<file path="src/rtl/piano_pkg.sv">
// Shared constants, FSM encoding and divisor table for the keyboard voice allocator.
// Z_TABLE holds 100 MHz clock-to-target divisors for the octave-1 semitones C..B.
package piano_pkg;

  localparam int NUM_KEYS   = 12;
  localparam int NUM_VOICES = 4;
  localparam int OCT_MIN    = 1;
  localparam int OCT_MAX    = 7;
  localparam int KEY_W      = 4;
  localparam int OCT_W      = 5;
  localparam int Z_W        = 32;

  typedef enum logic {
    SCAN      = 1'b0,
    STEAL_GAP = 1'b1
  } alloc_state_t;

  localparam logic [Z_W-1:0] Z_TABLE [NUM_KEYS] = '{
    32'd3057823,
    32'd2886169,
    32'd2724202,
    32'd2571289,
    32'd2427008,
    32'd2290741,
    32'd2162209,
    32'd2040858,
    32'd1926300,
    32'd1818182,
    32'd1716149,
    32'd1619827
  };

  function automatic logic [OCT_W-1:0] clamp_oct(
    input logic [OCT_W-1:0] o
  );
    if (o < OCT_W'(OCT_MIN)) return OCT_W'(OCT_MIN);
    if (o > OCT_W'(OCT_MAX)) return OCT_W'(OCT_MAX);
    return o;
  endfunction

endpackage

</file>
<file path="src/rtl/voice_allocator_if.sv">
// Key inputs and per-voice tone-generator controls.
// master = allocator side, slave = keyboard/generator side.
interface voice_allocator_if #(
  parameter int NUM_KEYS   = piano_pkg::NUM_KEYS,
  parameter int NUM_VOICES = piano_pkg::NUM_VOICES
);
  import piano_pkg::*;

  logic [NUM_KEYS-1:0]         keys;
  logic [OCT_W-1:0]            octave_in;
  logic [NUM_VOICES-1:0]       voice_on;
  logic [NUM_VOICES*Z_W-1:0]   voice_z;
  logic [NUM_VOICES*OCT_W-1:0] voice_octave;
  logic [NUM_VOICES*KEY_W-1:0] voice_key;
  logic                        steal_pulse;

  modport master (
    input  keys,
    input  octave_in,
    output voice_on,
    output voice_z,
    output voice_octave,
    output voice_key,
    output steal_pulse
  );

  modport slave (
    output keys,
    output octave_in,
    input  voice_on,
    input  voice_z,
    input  voice_octave,
    input  voice_key,
    input  steal_pulse
  );

endinterface

</file>
<file path="src/rtl/key_sync.sv">
// Two-flop synchronizer bringing the raw key switch levels into clk.
module key_sync #(
  parameter int W = 12
) (
  input  logic         clk,
  input  logic         rst_n,
  input  logic [W-1:0] d,
  output logic [W-1:0] q
);

  logic [W-1:0] meta;

  always_ff @(posedge clk or negedge rst_n) begin
    if (!rst_n) begin
      meta <= '0;
      q    <= '0;
    end else begin
      meta <= d;
      q    <= meta;
    end
  end

endmodule

</file>
<file path="src/rtl/voice_allocator.sv">
// Scans synchronized keys and maps held keys onto tone-generator voices,
// stealing the oldest voice through a one-cycle gate gap when all are busy.
module voice_allocator #(
  parameter int NUM_KEYS   = piano_pkg::NUM_KEYS,
  parameter int NUM_VOICES = piano_pkg::NUM_VOICES,
  parameter int AGE_W      = 16
) (
  input  logic              clk,
  input  logic              rst_n,
  voice_allocator_if.master bus
);
  import piano_pkg::*;

  localparam int VW = (NUM_VOICES > 1) ? $clog2(NUM_VOICES) : 1;

  typedef logic [VW-1:0]    vidx_t;
  typedef logic [KEY_W-1:0] kidx_t;

  logic [NUM_KEYS-1:0] keys_s;

  key_sync #(.W(NUM_KEYS)) u_sync (
    .clk   (clk),
    .rst_n (rst_n),
    .d     (bus.keys),
    .q     (keys_s)
  );

  alloc_state_t state, state_d;
  kidx_t        ptr, gap_k;
  vidx_t        gap_v;
  logic         steal_q;

  logic [NUM_VOICES-1:0] on_q;
  logic [Z_W-1:0]        z_q   [NUM_VOICES];
  logic [OCT_W-1:0]      oct_q [NUM_VOICES];
  kidx_t                 key_q [NUM_VOICES];
  logic [AGE_W-1:0]      age_q [NUM_VOICES];

  logic             held, owned, free_any;
  vidx_t            owner_v, free_v, old_v;
  logic [AGE_W-1:0] old_age;

  always_comb begin
    held     = keys_s[ptr];
    owned    = 1'b0;
    owner_v  = '0;
    free_any = 1'b0;
    free_v   = '0;
    old_v    = '0;
    old_age  = age_q[0];
    for (int v = NUM_VOICES - 1; v >= 0; v--) begin
      if (!on_q[v]) begin
        free_any = 1'b1;
        free_v   = vidx_t'(v);
      end
    end
    // strict compare keeps the lowest index on equal ages
    for (int v = 0; v < NUM_VOICES; v++) begin
      if (on_q[v] && key_q[v] == ptr) begin
        owned   = 1'b1;
        owner_v = vidx_t'(v);
      end
      if (age_q[v] > old_age) begin
        old_age = age_q[v];
        old_v   = vidx_t'(v);
      end
    end
  end

  logic  adv, alloc, clr, steal;
  vidx_t alloc_v;
  kidx_t alloc_k;

  always_comb begin
    state_d = state;
    adv     = 1'b0;
    alloc   = 1'b0;
    alloc_v = free_v;
    alloc_k = ptr;
    clr     = 1'b0;
    steal   = 1'b0;
    unique case (state)
      SCAN: begin
        adv = 1'b1;
        if (held && !owned) begin
          if (free_any) begin
            alloc = 1'b1;
          end else begin
            steal   = 1'b1;
            state_d = STEAL_GAP;
          end
        end else if (!held && owned) begin
          clr = 1'b1;
        end
      end
      STEAL_GAP: begin
        alloc   = 1'b1;
        alloc_v = gap_v;
        alloc_k = gap_k;
        state_d = SCAN;
      end
    endcase
  end

  always_ff @(posedge clk or negedge rst_n) begin
    if (!rst_n) begin
      state   <= SCAN;
      ptr     <= '0;
      gap_k   <= '0;
      gap_v   <= '0;
      steal_q <= 1'b0;
      on_q    <= '0;
      for (int v = 0; v < NUM_VOICES; v++) begin
        z_q[v]   <= '0;
        oct_q[v] <= '0;
        key_q[v] <= '0;
        age_q[v] <= '0;
      end
    end else begin
      state   <= state_d;
      steal_q <= steal;
      if (adv) begin
        ptr <= (ptr == kidx_t'(NUM_KEYS - 1)) ? '0 : ptr + 1'b1;
      end
      if (steal) begin
        on_q[old_v] <= 1'b0;
        gap_v       <= old_v;
        gap_k       <= ptr;
      end
      if (clr) begin
        on_q[owner_v] <= 1'b0;
      end
      for (int v = 0; v < NUM_VOICES; v++) begin
        if (alloc && alloc_v == vidx_t'(v)) begin
          on_q[v]  <= 1'b1;
          z_q[v]   <= Z_TABLE[alloc_k];
          key_q[v] <= alloc_k;
          oct_q[v] <= clamp_oct(bus.octave_in);
          age_q[v] <= '0;
        end else if (on_q[v] && age_q[v] != '1) begin
          age_q[v] <= age_q[v] + 1'b1;
        end
      end
    end
  end

  assign bus.voice_on    = on_q;
  assign bus.steal_pulse = steal_q;

  for (genvar v = 0; v < NUM_VOICES; v++) begin : g_out
    assign bus.voice_z[v*Z_W +: Z_W]         = z_q[v];
    assign bus.voice_octave[v*OCT_W +: OCT_W] = oct_q[v];
    assign bus.voice_key[v*KEY_W +: KEY_W]   = key_q[v];
  end

endmodule
</file>
<file path="src/flat_wrapper.sv">
// flat-port wrapper written by rule: the top's interface ports become plain ports
module voice_allocator_flat import piano_pkg::*;
#(
  parameter int NUM_KEYS   = piano_pkg::NUM_KEYS,
  parameter int NUM_VOICES = piano_pkg::NUM_VOICES,
  parameter int AGE_W      = 16
)
  (clk, rst_n, bus_keys, bus_octave_in, bus_voice_on, bus_voice_z, bus_voice_octave, bus_voice_key, bus_steal_pulse);
  voice_allocator_if #(.NUM_KEYS(NUM_KEYS), .NUM_VOICES(NUM_VOICES)) bus_i ();
  input  logic clk;
  input  logic rst_n;
  input wire logic [$bits(bus_i.keys)-1:0] bus_keys;
  input wire logic [$bits(bus_i.octave_in)-1:0] bus_octave_in;
  output wire logic [$bits(bus_i.voice_on)-1:0] bus_voice_on;
  output wire logic [$bits(bus_i.voice_z)-1:0] bus_voice_z;
  output wire logic [$bits(bus_i.voice_octave)-1:0] bus_voice_octave;
  output wire logic [$bits(bus_i.voice_key)-1:0] bus_voice_key;
  output wire logic [$bits(bus_i.steal_pulse)-1:0] bus_steal_pulse;
  assign bus_i.keys = bus_keys;
  assign bus_i.octave_in = bus_octave_in;
  assign bus_voice_on = bus_i.voice_on;
  assign bus_voice_z = bus_i.voice_z;
  assign bus_voice_octave = bus_i.voice_octave;
  assign bus_voice_key = bus_i.voice_key;
  assign bus_steal_pulse = bus_i.steal_pulse;
  voice_allocator #(.NUM_KEYS(NUM_KEYS), .NUM_VOICES(NUM_VOICES), .AGE_W(AGE_W)) u_core (.clk(clk), .rst_n(rst_n), .bus(bus_i));
endmodule
</file>
<file path="config.mk">
export PLATFORM = sky130hd
export DESIGN_NAME = voice_allocator_flat
export DESIGN_NICKNAME = d
export VERILOG_FILES = /design/src/rtl/piano_pkg.sv /design/src/rtl/voice_allocator_if.sv /design/src/rtl/key_sync.sv /design/src/rtl/voice_allocator.sv /design/src/flat_wrapper.sv
export SDC_FILE = /design/constraint.sdc
export NUM_CORES = 1
export LEC_CHECK = 0
export CORE_MARGIN = 2
export CORE_UTILIZATION = 35
export DETAILED_ROUTE_END_ITERATION = 10
export HOLD_SLACK_MARGIN = 0.02
export RECOVER_POWER = 100
export SYNTH_ARGS = -nofsm -noshare
export SYNTH_HDL_FRONTEND = slang
export SYNTH_HIERARCHICAL = 1
export SYNTH_SLANG_ARGS = --single-unit
</file>
<file path="constraint.sdc">
create_clock -name clk -period 6.6 [get_ports clk]
set_clock_uncertainty 0.2 [all_clocks]
set_input_delay 1.32 -clock clk [delete_from_list [all_inputs] [get_ports clk]]
set_output_delay 1.32 -clock clk [all_outputs]
set_load 0.01 [all_outputs]
</file>
== After elaboration in Yosys (flattened, before gate mapping) ==
Memories as Yosys holds them, arrays and structs flattened.
Cells that the tools add are included.

* Memory bits (read-only): 512
* Latch bits: 0
* Bits in registers: 268
* Logic and storage cells: 161
* Memory bits (writable): 0
* Bits of input ports: 19
* Memories kept: 1

* Eq/ne operators: 12
* Reductions and logical operators: 23
* Bitwise logic cells: 6
* Divide/modulo/power cells: 0
* Add/subtract/negate cells: 5
* $mul: 0
* Mux-type cells: 79
* Order comparisons: 11
* Shift-type cells: 0

{| class="wikitable"
|+ Memory list
! name !! words !! width !! rd ports !! clocked after memory_dff !! write ports !! line !! text
|-
| (name not given) || 16 || 32 || 1 || 0 || 0 || voice_allocator.sv:136 || <nowiki>z_q[v] <= Z_TABLE[alloc_k];</nowiki>
|}

{| class="wikitable"
|+ Operator list
! operator !! count
|-
| 16-bit two-way mux || 10
|-
| 16-bit by 1-bit adder with 16-bit output, second input constant || 4
|-
| 32-bit two-way mux || 2
|-
| 16-bit inequality test, second input constant || 4
|-
| 5-bit two-way mux || 10
|-
| 16-bit > comparator || 3
|-
| 1-bit two-way mux || 39
|-
| 2-bit two-way mux || 9
|-
| 4-bit equality test || 4
|-
| 1-bit logical AND || 16
|-
| 4-bit two-way mux || 4
|-
| 4-bit bitwise AND || 2
|-
| 4-bit NOT || 2
|-
| 2-bit nonzero test || 4
|-
| 2-bit by 3-bit < comparator with 1-bit output, second input constant || 2
|-
| 5-bit greater-or-equal comparator, second input constant || 1
|-
| 5-bit by 3-bit > comparator with 1-bit output, second input constant || 1
|-
| 4-bit by 5-bit < comparator with 1-bit output, second input constant || 1
|-
| 5-bit by 1-bit < comparator with 1-bit output, second input constant || 1
|-
| 4-bit NOT with 5-bit output || 1
|-
| 4-bit by 1-bit adder with 4-bit output, second input constant || 1
|-
| 1-bit binary-select mux with 4-bit select || 1
|-
| 1-bit demux with 2-bit select || 2
|-
| 2-bit equality test, second input constant || 2
|-
| 7 further kinds || 10
|}

== Depth between registers and ports, before layout ==
* Depth after elaboration: 16
* Mapped depth: 28

== Modules after synthesis ==
The synthesis kept the hierarchy.

{| class="wikitable"
|+ Modules (own cells, without submodules)
! module !! cells each !! times used !! area each (um^2)
|-
| voice_allocator || 1108 || 1 || 10901.7
|-
| key_sync || 24 || 1 || 600.6
|}

== Worst setup path after synthesis ==
OpenSTA, ideal clock, no wires.

* Path type: flip-flop to flip-flop
* Start point: reg u_core/age_q[49] in the netlist's numbering
* End point: reg u_core.on_q[0], in the netlist u_core/bus.voice_on[0]
* Setup time: 0.128 ns
* Arrival: 5.655 ns
* Path buffers: 4
* Cell stages (with the launch flop): 28
* Setup slack: 0.617 ns
* Path through: dfrtp_1 inv_1 ha_1 nor2b_1 o211ai_1 a2111oi_0 a211o_1 o21ai_1 buf_4 buf_4 mux2i_1 ha_1 nor2b_1 o211ai_1 a21oi_1 o31ai_1 a22o_1 clkbuf_1 buf_1 mux2_2 ha_1 nand4_1 nor4_1 nor3_1 o31ai_1 o211ai_4 and3b_1 o31ai_1

* Longest elaborated chain between the ends: 16
* Elaborated cells between the ends (all ways): 19
* Those cells by class: order compare: 5; mux: 10; bitwise: 3; reduce/logical: 1

{| class="wikitable"
|+ RTL lines
! what !! line !! text
|-
| start: declaration || voice_allocator.sv:37 || <nowiki>logic [AGE_W-1:0] age_q [NUM_VOICES];</nowiki>
|-
| start signal: indexed assignment || voice_allocator.sv:141 || <nowiki>age_q[v] <= age_q[v] + 1'b1;</nowiki>
|-
| 16-bit > comparator || voice_allocator.sv:63 || <nowiki>if (age_q[v] > old_age) begin</nowiki>
|-
| 16-bit two-way mux || voice_allocator.sv:63 ||
|-
| 16-bit > comparator || voice_allocator.sv:63 ||
|-
| 16-bit two-way mux || voice_allocator.sv:63 ||
|-
| 16-bit > comparator || voice_allocator.sv:63 ||
|-
| 2-bit two-way mux (*) || voice_allocator.sv:63 ||
|-
| 2-bit by 3-bit < comparator with 1-bit output (implied by the code) or 2-bit by 1-bit greater-or-equal comparator with 1-bit output (tied branches) || voice_allocator.sv:126 || <nowiki>on_q[old_v] <= 1'b0;</nowiki>
|-
| 1-bit logical AND (implied by the code) || voice_allocator.sv:126 ||
|-
| 1-bit two-way mux (implied by the code) || voice_allocator.sv:126 ||
|-
| 1-bit demux with 2-bit select (*) || -- ||
|-
| 4-bit NOT (no source line) (*) || -- ||
|-
| 4-bit bitwise AND (no source line) (*) || -- ||
|-
| 4-bit two-way mux (*) || voice_allocator.sv:125 || <nowiki>if (steal) begin</nowiki>
|-
| 4-bit bitwise AND (no source line) || -- ||
|-
| 4-bit two-way mux (*) || voice_allocator.sv:130 || <nowiki>if (clr) begin</nowiki>
|-
| 1-bit two-way mux (*) || voice_allocator.sv:134 || <nowiki>if (alloc && alloc_v == vidx_t'(v)) begin</nowiki>
|-
| end signal: indexed assignment || voice_allocator.sv:126 ||
|-
| end signal: indexed assignment || voice_allocator.sv:131 || <nowiki>on_q[owner_v] <= 1'b0;</nowiki>
|-
| end signal: indexed assignment || voice_allocator.sv:135 || <nowiki>on_q[v] <= 1'b1;</nowiki>
|-
| end: declaration || voice_allocator.sv:33 || <nowiki>logic [NUM_VOICES-1:0] on_q;</nowiki>
|}

Every way passes the cells marked *; elsewhere a longest branch is shown, timed or not.
A chain may end at the register's enable or synchronous reset.

== Final worst setup path ==
Same ends and word-level chain as after synthesis.

==> impl_metrics.toml <==
[worst_hold_path]
holdPathStages = 0
whs_endpoint = "u_core/u_sync/q[1]$_DFF_PN0_"
holdCritPathClass = "register to register"
min_from = "u_core/u_sync/meta[1]$_DFF_PN0_"

[routing]
routed_via_density = 4.90
drt_iter0_drc = 525
routedWlPerCell_um = 17.1
routed-via-count = 8533
wirelength_um = 29800
dr.pass1.iters = 5
drc_errors = 0
ant_nets = 0

[floorplanning]
num_rows = 66
dieArea_um2 = 34300
die_w_um = 185
die_h_um = 185
io_pins = 188
initial_core_util_pct = 35.4
coreArea_um2 = 32500

[run]
cap_viol_max_count = 6

[pwr]
p_sw_mw = 3.46
seqPwrFrac_pct = 27.9
vdd_drop_max_mv = 0.262
switching_share_pct = 42.4
p_per_area_nw_per_um2 = 576
clkPwrFrac_pct = 19.6
internal_power_mw = 4.71
p_leak_nw = 6.16
comb_power_share_pct = 52.5

[outcome]
violations = "capacitance limit, slew limit"
status = "finished, violations left"

[critical_path]
reg2reg_to = "u_core/bus.voice_on[0]$_DFF_PN0_"
r2r_slack_ns = 0.53
cp.required_ns = 6.77
critPathBufInv = 4
crit_fanout = 13
cp-end-kind = "register"
cp.depth = 25
timing.rr.start = "u_core/age_q[49]$_DFFE_PN0P_"
worst-r2r-cell-count = 25
cpPeakStageDelay_ns = 0.43
crit_type = "register to register"
path_delay_family = "compound AO/OA/AOI/OAI gates"
worstSetupStartpointType = "register"
critPathArrivalTime_ns = 6.24
cpMaxStageDelayCell = "dfrtp_1"

[synth]
post_synth.cell_area_avg_um2 = 10.2
yosysUniqueCellTypes = 68
yosys-top-cells-area = "dfrtp_1 49%, ha_1 6.6%, nor2_1 5.8%"
ys.warnings.count = 6
ys_top_cells_by_count = "227 x dfrtp_1, 178 x nor2_1, 108 x a21oi_1, 68 x nand2_1, 61 x ha_1"
netlist_instances = 1132
yosysSeqAreaShare_pct = 49.4
syn_area_um2 = 11500
synth_most_common_cell = "dfrtp_1"
yosysTopAreaCell = "dfrtp_1"
ys.flop_type = "dfrtp_1"
ys_ff_latch = 227
synth-edff-count = 0
synth_top_area_share_pct = 49.4
synth-async-reset-ratio_pct = 100

[global_route]
grt_max_degree = 121
grt_pass1_wl_um = 47400
antenna_found_initial = 0
grt_pass1_vias = 8482
grt_usage_pct = 17.5
gr-total-overflow = 0

[clock_network]
cts.sinks = 227
clockBufferDepth = 3
cts_buffers = 28
htree_levels = 1
cts_tree = "built"
insertion_delay_ns = 0.58
cts-root-buf = "clkbuf_16"
path_clk_slew_ns = 0.05
cts_hold_buf = 0

[sta]
finalSetupTns_ns = 0
min_period_ns = 6.07
final_max_slew_viol_count = 278
fin_crit_sh_pct = 91.9
setup_violations = 0
grt_setup_unrepaired = "no"
max_freq_ghz = 0.165
hold_viol_final = 0
slew_headroom_pct = -106
hold_slack_ns = 0.145
worst_slew_pin_slew_ns = 3.08

[placed_design]
dp_hpwl_um = 21000
io_buffers = 147
globalplace.congestion = 0.875

[final_layout]
fin_nets = 1359
diodes = 0
layout-drive-gt1-share_pct = 8.31
fillers = 3090
multi_input_area_um2 = 5190
syn2layout_area_growth_pct = 23.4
area.sequential_um2 = 5680
==> logic make-up (layout without fill, tap and decap cells) <==
family                     after synthesis  after routing  share of synthesized area [%]
buffers and inverters                  138            267                           6.54
DFF                                    227            227                           49.4
AOI/OAI and AO/OA                      185            185                           9.68
muxes                                   77             77                           7.60
adders and majority gates               61             61                           6.64
other                                    1             40                         0.0326
xor gates and xnor gates                68             68                           5.18
and+or+nand+nor                        375            375                           14.9
==> layout make-up <==
class                           count  area share, %
Timing Repair Buffer              163           11.1
Inverter                           53           1.41
Tap cell                          442           3.90
Multi-Input combinational cell    806           36.6
Clock buffer                       39           5.79
Sequential cell                   227           40.0
Clock inverter                     12           1.21
==> layout by cell type, fill, tap and decap left out, types with 6 or more instances in the layout <==
master and count:
buf_4 9, mux2i_1 27, dlygate4sd3_1 141, nand2_1 68, a21o_1 9, clkbuf_16 28, o21ai_0 20, nor2b_1 7
dfrtp_1 227, conb_1 40, or3_1 11, nor2_1 178, xnor2_1 50, ha_1 61, nand3_1 34, mux2_2 40
clkbuf_8 8, clkbuf_1 8, xor2_1 18, nand4_1 28, mux2_1 7, and3_1 9, nor3_1 10, inv_1 50
o31ai_1 6, a21oi_1 108
==> how the worst max path moves through the flow <==
stage,start,to,slack [ns]
finish,u_core/age_q[49]$_DFFE_PN0P_,u_core/bus.voice_on[0]$_DFF_PN0_,0.53
global route,u_core/age_q[49]$_DFFE_PN0P_,u_core/bus.voice_on[0]$_DFF_PN0_,0.08
CTS,u_core/age_q[49]$_DFFE_PN0P_,u_core/bus.voice_on[0]$_DFF_PN0_,0.47
detailed placement,u_core/age_q[49]$_DFFE_PN0P_,u_core/bus.voice_on[0]$_DFF_PN0_,0.52
global placement,u_core/age_q[49]$_DFFE_PN0P_,u_core/bus.voice_on[0]$_DFF_PN0_,0.67
floorplan,u_core/age_q[49]$_DFFE_PN0P_,u_core/bus.voice_on[0]$_DFF_PN0_,0.62
==> flip-flops by register name, indices dropped and copies added, names as in the netlist <==
signal and cells:
u_core/bus.voice_z 88, u_core/age_q 64, u_core/bus.voice_octave 20, u_core/bus.voice_key 16, u_core/u_sync/meta 12, u_core/u_sync/q 12, u_core/bus.voice_on 4, u_core/gap_k 4
u_core/ptr 4, u_core/gap_v 2, u_core/state 1
==> power by group through the flow <==
stage | clock network (mW) | logic (mW) | registers, mW
final | 1.60 | 4.29 | 2.28
after global placement | 0 | 4.41 | 2.31
after CTS | 1.65 | 4.50 | 2.31
after global routing | 1.70 | 4.77 | 2.35
after detailed placement | 0 | 4.47 | 2.32
after floorplan | 0 | 2.75 | 2.33
==> stage by stage <==
step,setup slack [ns],utilization (%),total power [mW],cells,instance area (µm²)
final,0.533,43.7,8.17,1742,14200
after global routing,0.0840,43.7,8.83,1742,14200
after CTS,0.468,44.1,8.45,1742,14300
after detailed placement,0.517,41.0,6.79,1691,13300
after global placement,0.667,41.0,6.72,1691,13300
after floorplan,0.617,-,5.09,1171,11600
==> timing repair <==
item | in CTS | in global routing
resized for setup | 0 | 1
buffers inserted | 0 | 0
endpoints found under the setup margin | 0 | 2
==> metal layers <==
metal / track usage, % / wire, µm / share of wire [%] / vias to the layer above
li1: - / - / - / 4105
met1: 23.4 / 13300 / 45 / 4154
met2: 27.4 / 13500 / 45 / 228
met3: 5.47 / 2290 / 7.7 / 46
met4: 4.44 / 680 / 2.3 / 0
met5: 0 / 0 / 0 / -
Note: power is estimated with default switching activity, not from simulation.
==> edit (config.mk and constraints unchanged) <==
Set the package constant `KEY_W` to 5 (it was 4).
--- a/src/rtl/piano_pkg.sv
+++ b/src/rtl/piano_pkg.sv
@@ -6,7 +6,7 @@
   localparam int NUM_VOICES = 4;
   localparam int OCT_MIN    = 1;
   localparam int OCT_MAX    = 7;
-  localparam int KEY_W      = 4;
+  localparam int KEY_W      = 5;
   localparam int OCT_W      = 5;
   localparam int Z_W        = 32;
 
Interface: changed (resized bus_voice_key); port bits go from 188 to 192. No check against the original RTL was run, so the function may have changed too.
==> edit against the original RTL <==
The flow still finishes with violations (max-capacitance violations, max-slew violations); die area grew 12%; total power grew 12%; combinational power grew 19%; sequential cell count grew 6; largest cell class is now multi-input combinational cells; global-route usage grew 0.80 points; final area grew 9.4%; routed wire length grew 17%; area after synthesis grew 12%; highest routed layer unchanged; setup slack gained 0.053 ns; sequential power grew 2%; cell count grew 7.3%.
==> edit: results (changes against the original RTL) <==
----------------------------------------------------
[Cells and area]
  Footprint of the flip-flops and latches ... 0.005832 mm2 (+2.7%)
  Multi-input gates ... 889 (+10%)
  Fraction of area in registers ... 37.56% (-2.5 points)
  Fill cells ... 3494 (+13%)
  Cell Count, Final, Fillers Out ... 1870 (+7.3%)
  Non-clk buf share ... 10.56% (-0.55 points)

[Global routing]
  Met2 track demand over resource in global routing ... 27.88% (+0.43 points)
  GRT met1 Usage ... 26.18% (+2.8 points)
  Vias in the first global route ... 9558 (+13%)
  Initial antenna violation count ... 1 (+1)
  Grt met3 use ... 3.799% (-1.7 points)
  All-layer global routing usage ... 18.29% (+0.80 points)
  Wire length of the first global-routing pass ... 55860 um (+18%)

[Job]
  Max Cap Viol ... 5 (-1)

[Synth]
  Xor-xnor portion of the synthesized cell area ... 5.297% (+0.12 points)
  Cell variety after synth ... 69 (+1.5%)
  Leading post-synthesis cells by instance count ... dfrtp_1 (233), nor2_1 (117), nand2_1 (95), ha_1 (61), mux2_2 (61)
  Count of mapped cells out of synthesis ... 1244 (+9.9%)
  Multiplexer share of the synthesized area ... 11.91% (+4.3 points)
  Top cells by area, synth ... dfrtp_1 (45%), ha_1 (5.9%), mux2_2 (5.3%)
  Synth Area in Adders ... 5.918% (-0.72 points)

[Critical path]
  Worst reg2reg path startpoint ... u_core/age_q[63]$_DFFE_PN0P_
  Largest stage delay on the critical path ... 0.46 ns (+0.03 ns)
  Standard cell with the maximum stage delay on the critical path ... nor4_1
  Worst Reg2Reg Path Length in Cells ... 23 (-8.0%)

[Drt]
  Pre-antenna DRT Iters ... 6 (+1)
  Number of vias in the routed layout ... 9784 (+15%)
  Iteration-0 DRC count of the detailed router ... 695 (+32%)

[Placement]
  Minimum setup slack after placement ... 0.3288 ns (-0.1887 ns)
  Post-Place Cells ... 1814 (+7.3%)
  HPWL after DPL ... 24370 um (+16%)

[Outcome]
  Run status ... complete, but fails checks
  Failing checks ... max-capacitance violations, max-slew violations

[Power]
  Flop pwr share ... 25.6% (-2.3 points)
  VDD IR-drop max ... 286.2 uV (+9.0%)

[STA]
  Max-slew violation count ... 219 (-21%)
  Transition time at the pin with the least slew margin ... 3.334 ns (+0.2502 ns)

[Hold path]
  Hold EP ... u_core/u_sync/q[11]$_DFF_PN0_

----------------------------------------------------
edit: worst max-delay path by stage:
stage                                       startpoint                          endpoint  slack [ns]  depth (start not counted)
after floorplan           u_core/age_q[58]$_DFFE_PN0P_  u_core/bus.voice_on[0]$_DFF_PN0_        0.55                         23
after global placement    u_core/age_q[58]$_DFFE_PN0P_  u_core/bus.voice_on[3]$_DFF_PN0_        0.51                         22
after detailed placement  u_core/age_q[58]$_DFFE_PN0P_  u_core/bus.voice_on[3]$_DFF_PN0_        0.33                         21
after CTS                 u_core/age_q[46]$_DFFE_PN0P_  u_core/bus.voice_on[3]$_DFF_PN0_        0.33                         20
after global routing      u_core/age_q[63]$_DFFE_PN0P_       u_core/gap_v[0]$_DFFE_PN0P_        0.02                         23
final                     u_core/age_q[63]$_DFFE_PN0P_  u_core/bus.voice_on[3]$_DFF_PN0_        0.59                         23
